`config.mk`:
```
export PLATFORM = sky130hd
export DESIGN_NAME = rd_arbitrate_interface
export DESIGN_NICKNAME = d
export VERILOG_FILES = /design/src/rtl/rd_arbitrate_interface.sv
export SDC_FILE = /design/constraint.sdc
export NUM_CORES = 1
export LEC_CHECK = 0
export BUFFER_PORTS_ARGS = -buffer_cell sky130_fd_sc_hd__buf_2
export CORE_UTILIZATION = 30
export CTS_BUF_LIST = sky130_fd_sc_hd__clkbuf_16
export CTS_CLUSTER_DIAMETER = 200
export CTS_CLUSTER_SIZE = 12
export DETAILED_ROUTE_END_ITERATION = 10
export SYNTH_ARGS = -nofsm -noshare
export SYNTH_HDL_FRONTEND = slang
export SYNTH_SLANG_ARGS = --single-unit
```
`constraint.sdc`:
```
create_clock -name ddr_clk -period 2.7 [get_ports ddr_clk]
set_input_delay 0.675 -clock ddr_clk [delete_from_list [all_inputs] [get_ports ddr_clk]]
set_output_delay 0.675 -clock ddr_clk [all_outputs]
set_load 0.05 [all_outputs]
```
`src/rtl/rd_arbitrate_interface.sv`:
```
// Frame fetcher: issues DDR burst reads into the TX read FIFO, walking one frame per bank selection.
// Latency: rd_req 1 cycle after room is seen; address advances 1 cycle after the grant falls.
// Backpressure: no request while the FIFO lacks room for a full burst; bursts in flight always complete.
module rd_arbitrate_interface #(
    parameter logic [1:0]  SLAVE_NUMBER = 2'b00,
    parameter logic [20:0] MAXADDR      = 21'd245_760,
    parameter logic [9:0]  BURST_LEN    = 10'd256,
    parameter logic [10:0] FIFO_DEPTH   = 11'd1024
) (
    input  logic        ddr_clk,
    input  logic        sys_rstn,
    input  logic        rd_en,
    input  logic        wr_frame_done,
    input  logic [1:0]  wr_done_bank,
    input  logic        fifo_full_flag,
    input  logic [10:0] fifo_len,
    input  logic        arbitrate_valid,
    output logic        rd_req,
    output logic [22:0] rd_addr,
    output logic [9:0]  rd_burst_len,
    output logic        frame_start,
    output logic        frame_done,
    output logic        busy
);

    typedef enum logic [1:0] {
        IDLE  = 2'd0,
        CHECK = 2'd1,
        REQ   = 2'd2,
        BURST = 2'd3
    } state_t;

    localparam logic [10:0] FILL_LIMIT = FIFO_DEPTH - {1'b0, BURST_LEN};

    state_t      state_q;
    logic        valid_dly_q;
    logic [1:0]  rd_bank_q;
    logic [20:0] word_addr_q;
    logic        frame_avail_q;
    logic [1:0]  latched_bank_q;
    logic        rd_req_q;
    logic        frame_start_q;
    logic        frame_done_q;
    logic [9:0]  rd_burst_len_q;

    logic [21:0] next_addr_d;
    logic        fifo_room;
    logic        grant_fall;

    // The bank always comes from the write side; the legacy default is kept only for port compatibility.
    logic unused_slave_number;
    assign unused_slave_number = ^SLAVE_NUMBER;

    assign next_addr_d = {1'b0, word_addr_q} + {12'd0, BURST_LEN};
    assign fifo_room   = (fifo_len <= FILL_LIMIT) && !fifo_full_flag;
    assign grant_fall  = !arbitrate_valid && valid_dly_q;

    always_ff @(posedge ddr_clk or negedge sys_rstn) begin
        if (!sys_rstn) begin
            state_q        <= IDLE;
            valid_dly_q    <= 1'b0;
            rd_bank_q      <= 2'b00;
            word_addr_q    <= 21'd0;
            frame_avail_q  <= 1'b0;
            latched_bank_q <= 2'b00;
            rd_req_q       <= 1'b0;
            frame_start_q  <= 1'b0;
            frame_done_q   <= 1'b0;
            rd_burst_len_q <= 10'd0;
        end else begin
            valid_dly_q    <= arbitrate_valid;
            rd_burst_len_q <= BURST_LEN;
            frame_start_q  <= 1'b0;
            frame_done_q   <= 1'b0;

            // A newer frame only moves the latch; rd_bank is resampled at the next IDLE exit.
            if (wr_frame_done) begin
                latched_bank_q <= wr_done_bank;
                frame_avail_q  <= 1'b1;
            end

            case (state_q)
                IDLE: begin
                    if (rd_en && frame_avail_q) begin
                        rd_bank_q     <= wr_frame_done ? wr_done_bank : latched_bank_q;
                        word_addr_q   <= 21'd0;
                        frame_start_q <= 1'b1;
                        state_q       <= CHECK;
                    end
                end
                CHECK: begin
                    if (!rd_en) begin
                        state_q <= IDLE;
                    end else if (fifo_room) begin
                        rd_req_q <= 1'b1;
                        state_q  <= REQ;
                    end
                end
                REQ: begin
                    if (arbitrate_valid) begin
                        rd_req_q <= 1'b0;
                        state_q  <= BURST;
                    end
                end
                BURST: begin
                    if (grant_fall) begin
                        if (next_addr_d >= {1'b0, MAXADDR}) begin
                            word_addr_q  <= 21'd0;
                            frame_done_q <= 1'b1;
                            state_q      <= IDLE;
                        end else begin
                            word_addr_q <= next_addr_d[20:0];
                            state_q     <= CHECK;
                        end
                    end
                end
                default: state_q <= IDLE;
            endcase
        end
    end

    assign rd_req       = rd_req_q;
    assign rd_addr      = {rd_bank_q, word_addr_q};
    assign rd_burst_len = rd_burst_len_q;
    assign frame_start  = frame_start_q;
    assign frame_done   = frame_done_q;
    assign busy         = (state_q != IDLE);

endmodule

```
==> impl_metrics.env <==
export IMPL_status="complete, but fails checks"
export IMPL_failed_checks="design-rule violations"
export IMPL_grt_ovfl_total=0
export IMPL_antenna_left=0
export IMPL_drtIter0Drc=117
export IMPL_synth_xor_area_share_pct=0
export IMPL_synth_top_family_by_area="simple AND/OR/NAND/NOR gates"
export IMPL_p_leak_nw=0.757
export IMPL_ys_types=37
export IMPL_path_clk_slew_ns=0.06
export IMPL_crit_fanout=10
export IMPL_initial_core_util_pct=32.0
export IMPL_drive_gt1_share_pct=29.9
export IMPL_fmax_mhz=465
export IMPL_finalClockSkew_ns=0.00291
export IMPL_post_cts_setup_buffer_count=0
export IMPL_drv_slew=0
export IMPL_ys_flop_type="dfrtp_1"
export IMPL_cts_resized_gates=0
export IMPL_synth_simple_gate_area_share_pct=20.9
export IMPL_yosys_warnings=0
export IMPL_async_reset_ff_share_pct=100
export IMPL_syn_to_final_growth_pct=16.8
export IMPL_gp_congestion=0.764
export IMPL_cts_buffers=3
export IMPL_crit_path_start_kind="flip-flop"
export IMPL_critPathCaptureType="flip-flop"
export IMPL_viasPerCell=4.86
export IMPL_crit_path_top_delay_cell="a311o_1"
export IMPL_antenna_found_initial=0
export IMPL_ctsHoldBuffers=0
export IMPL_ys_seq_area_share_pct=43.6
export IMPL_cap_violations=0
export IMPL_crit_type="reg2reg"
export IMPL_die_h_microns=71.1
export IMPL_cts_tree="done"
export IMPL_crit_chain="ha_1 -> nor4bb_1 -> a22oi_1 -> a311o_1 -> a41oi_1 -> o22ai_1"
export IMPL_firstDrtPassIters=7
export IMPL_ys_seq_elements=25
export IMPL_grt_pass1_wl_microns=5110
export IMPL_crit_buf_inv=0
export IMPL_slew_headroom_pct=63.4
export IMPL_fill_cells=461
export IMPL_drt_total_wl_microns=2930
export IMPL_ios=56
export IMPL_post_synth_top_count_cell="dfrtp_1"
export IMPL_synthAdderAreaFrac_pct=1.75
export IMPL_critical_path_max_stage_delay_ns=0.48
export IMPL_grt_pass1_vias=1044
export IMPL_finalWorstPathRequiredPeriod_ns=2.15
export IMPL_synthCells=149
export IMPL_wire_per_inst_microns=12.4
export IMPL_grt_max_degree=26
export IMPL_die_area_sq_um=5060
export IMPL_syn_area_sq_um=1430
export IMPL_coreArea_sq_um=4470
export IMPL_setup_tns_ns=0
export IMPL_power_density_nw_per_um2=970
export IMPL_setup_ws_ns=0.551
export IMPL_clkSinkCount=25
export IMPL_vias=1146
export IMPL_port_buffer_count=38
export IMPL_clock_path_buffers=2
export IMPL_netlist_top_cells_area="dfrtp_1 44%, buf_4 9.4%, nand2_1 5.0%"
export IMPL_diodes=0
export IMPL_required_ns=2.83
export IMPL_synth_edff_count=0
export IMPL_grt_total_usage_pct=12.9
export IMPL_synth_top_cells_by_count="25 x dfrtp_1, 19 x nand2_1, 18 x buf_4"
export IMPL_tightest_slew_ns=0.549
export IMPL_hp_class="in2async"
export IMPL_drc=3
export IMPL_clk_latency_ns=0.26
export IMPL_root_buffer="clkbuf_16"
export IMPL_muxShareOfSynthArea_pct=4.71
export IMPL_hpwl_microns=2170
export IMPL_syn_area_per_cell_sq_um=9.62
export IMPL_min_period_over_period_pct=79.6
export IMPL_hold_violations=0
export IMPL_die_w_microns=71.1
export IMPL_rows=24
export IMPL_crit_family="compound AO/OA/AOI/OAI gates"
export IMPL_cp_arrival_ns=2.28
export IMPL_peakVddDrop_uv=415
export IMPL_place_ws_ns=0.545
export IMPL_htreeDepth=1
export IMPL_setup_viol=0
export IMPL_finalNetCount=206
export IMPL_synth_top_cell_area_share_pct=43.6
export IMPL_grt_setup_unrepaired="false"
export IMPL_synth_compound_area_share_pct=16.1
export IMPL_post_synth_top_area_cell="dfrtp_1"
-- state kept, by name, indices dropped and copies added (netlist names) --
name	count
valid_dly_q	1
frame_start	1
word_addr_q	13
frame_done	1
state_q	2
rd_bank_q	2
rd_req	1
latched_bank_q	2
frame_avail_q	1
rd_burst_len	1
-- area by class of cell --
type                    instances  area (sq um)  share of cell area (%)
well taps                      52          65.1                    3.89
flip-flops and latches         25           626                    37.4
clock buffers                   3          75.1                    4.48
inverters                       4          15.0                   0.897
multi-input cells             112           691                    41.3
clock inverters                 1          5.00                   0.299
repair buffers                 39           198                    11.8
-- cells in the final DEF, fill, tap and decap left out, drive strengths merged, types with 2 or more instances in the layout --
cell type / netlist / routed
a21oi: 5 / 5
a32oi: 4 / 4
a41oi: 2 / 2
and2: 6 / 6
buf: 22 / 39
clkbuf: 2 / 3
conb: 2 / 18
dfrtp: 25 / 25
ha: 2 / 2
inv: 4 / 4
mux2: 4 / 4
nand2: 20 / 20
nand3: 4 / 4
nand4: 6 / 6
nor2: 2 / 2
nor2b: 2 / 2
nor3: 3 / 3
nor4: 7 / 7
o21ai: 10 / 10
o22ai: 2 / 2
o31ai: 3 / 3
or2: 2 / 2
-- per-layer routing --
metal	vias to the layer above	part of all wire, %	track usage [%]
li1	587	-	-
met1	518	49	18.9
met2	39	43	18.5
met3	2	6.2	3.13
met4	0	1.4	4.67
met5	-	0	0
-- power breakdown --
group	total, mW	internal [mW]	leakage (nW)	switching [mW]
combinational	0.712	0.195	0.402	0.517
sequential	0.585	0.462	0.314	0.123
clock	0.327	0.199	0.0409	0.128
-- kinds of logic (layout without fill, tap and decap cells) --
kind of cell / Yosys count / in the layout
simple gates: 55 / 55
compound gates: 32 / 32
buf+inv: 28 / 47
flops: 25 / 25
mux: 5 / 5
fa+ha+maj: 2 / 2
other cells: 2 / 18
-- stage by stage --
stage               util, %  total power [mW]  hold WS, ns  cell area [sq um]  std cells
global route           37.4              1.73        0.430               1670        236
CTS                    37.4              1.64        0.416               1670        236
finish                 37.4              1.62        0.394               1670        236
floorplan                 -              1.16        0.379               1490        165
global placement       35.6              1.30        0.477               1590        232
detailed placement     35.6              1.31        0.480               1590        232
-- worst paths after layout --
check / cells past startpoint / from / slack (ns) / end
hold / removal: 1 / sys_rstn / 0.39 / rd_bank_q[1]$_DFFE_PN0P_
setup reg to reg: 6 / word_addr_q[8]$_DFFE_PN0P_ / 0.55 / word_addr_q[10]$_DFFE_PN0P_
min in group ddr_clk: 1 / latched_bank_q[1]$_DFF_PN0_ / 0.49 / latched_bank_q[1]$_DFF_PN0_
max in group asynchronous: 1 / sys_rstn / 1.93 / frame_done$_DFF_PN0_
setup / recovery: 6 / word_addr_q[8]$_DFFE_PN0P_ / 0.55 / word_addr_q[10]$_DFFE_PN0P_
hold reg to reg: 1 / latched_bank_q[1]$_DFF_PN0_ / 0.49 / latched_bank_q[1]$_DFF_PN0_
(Power assumes the default switching activity.)
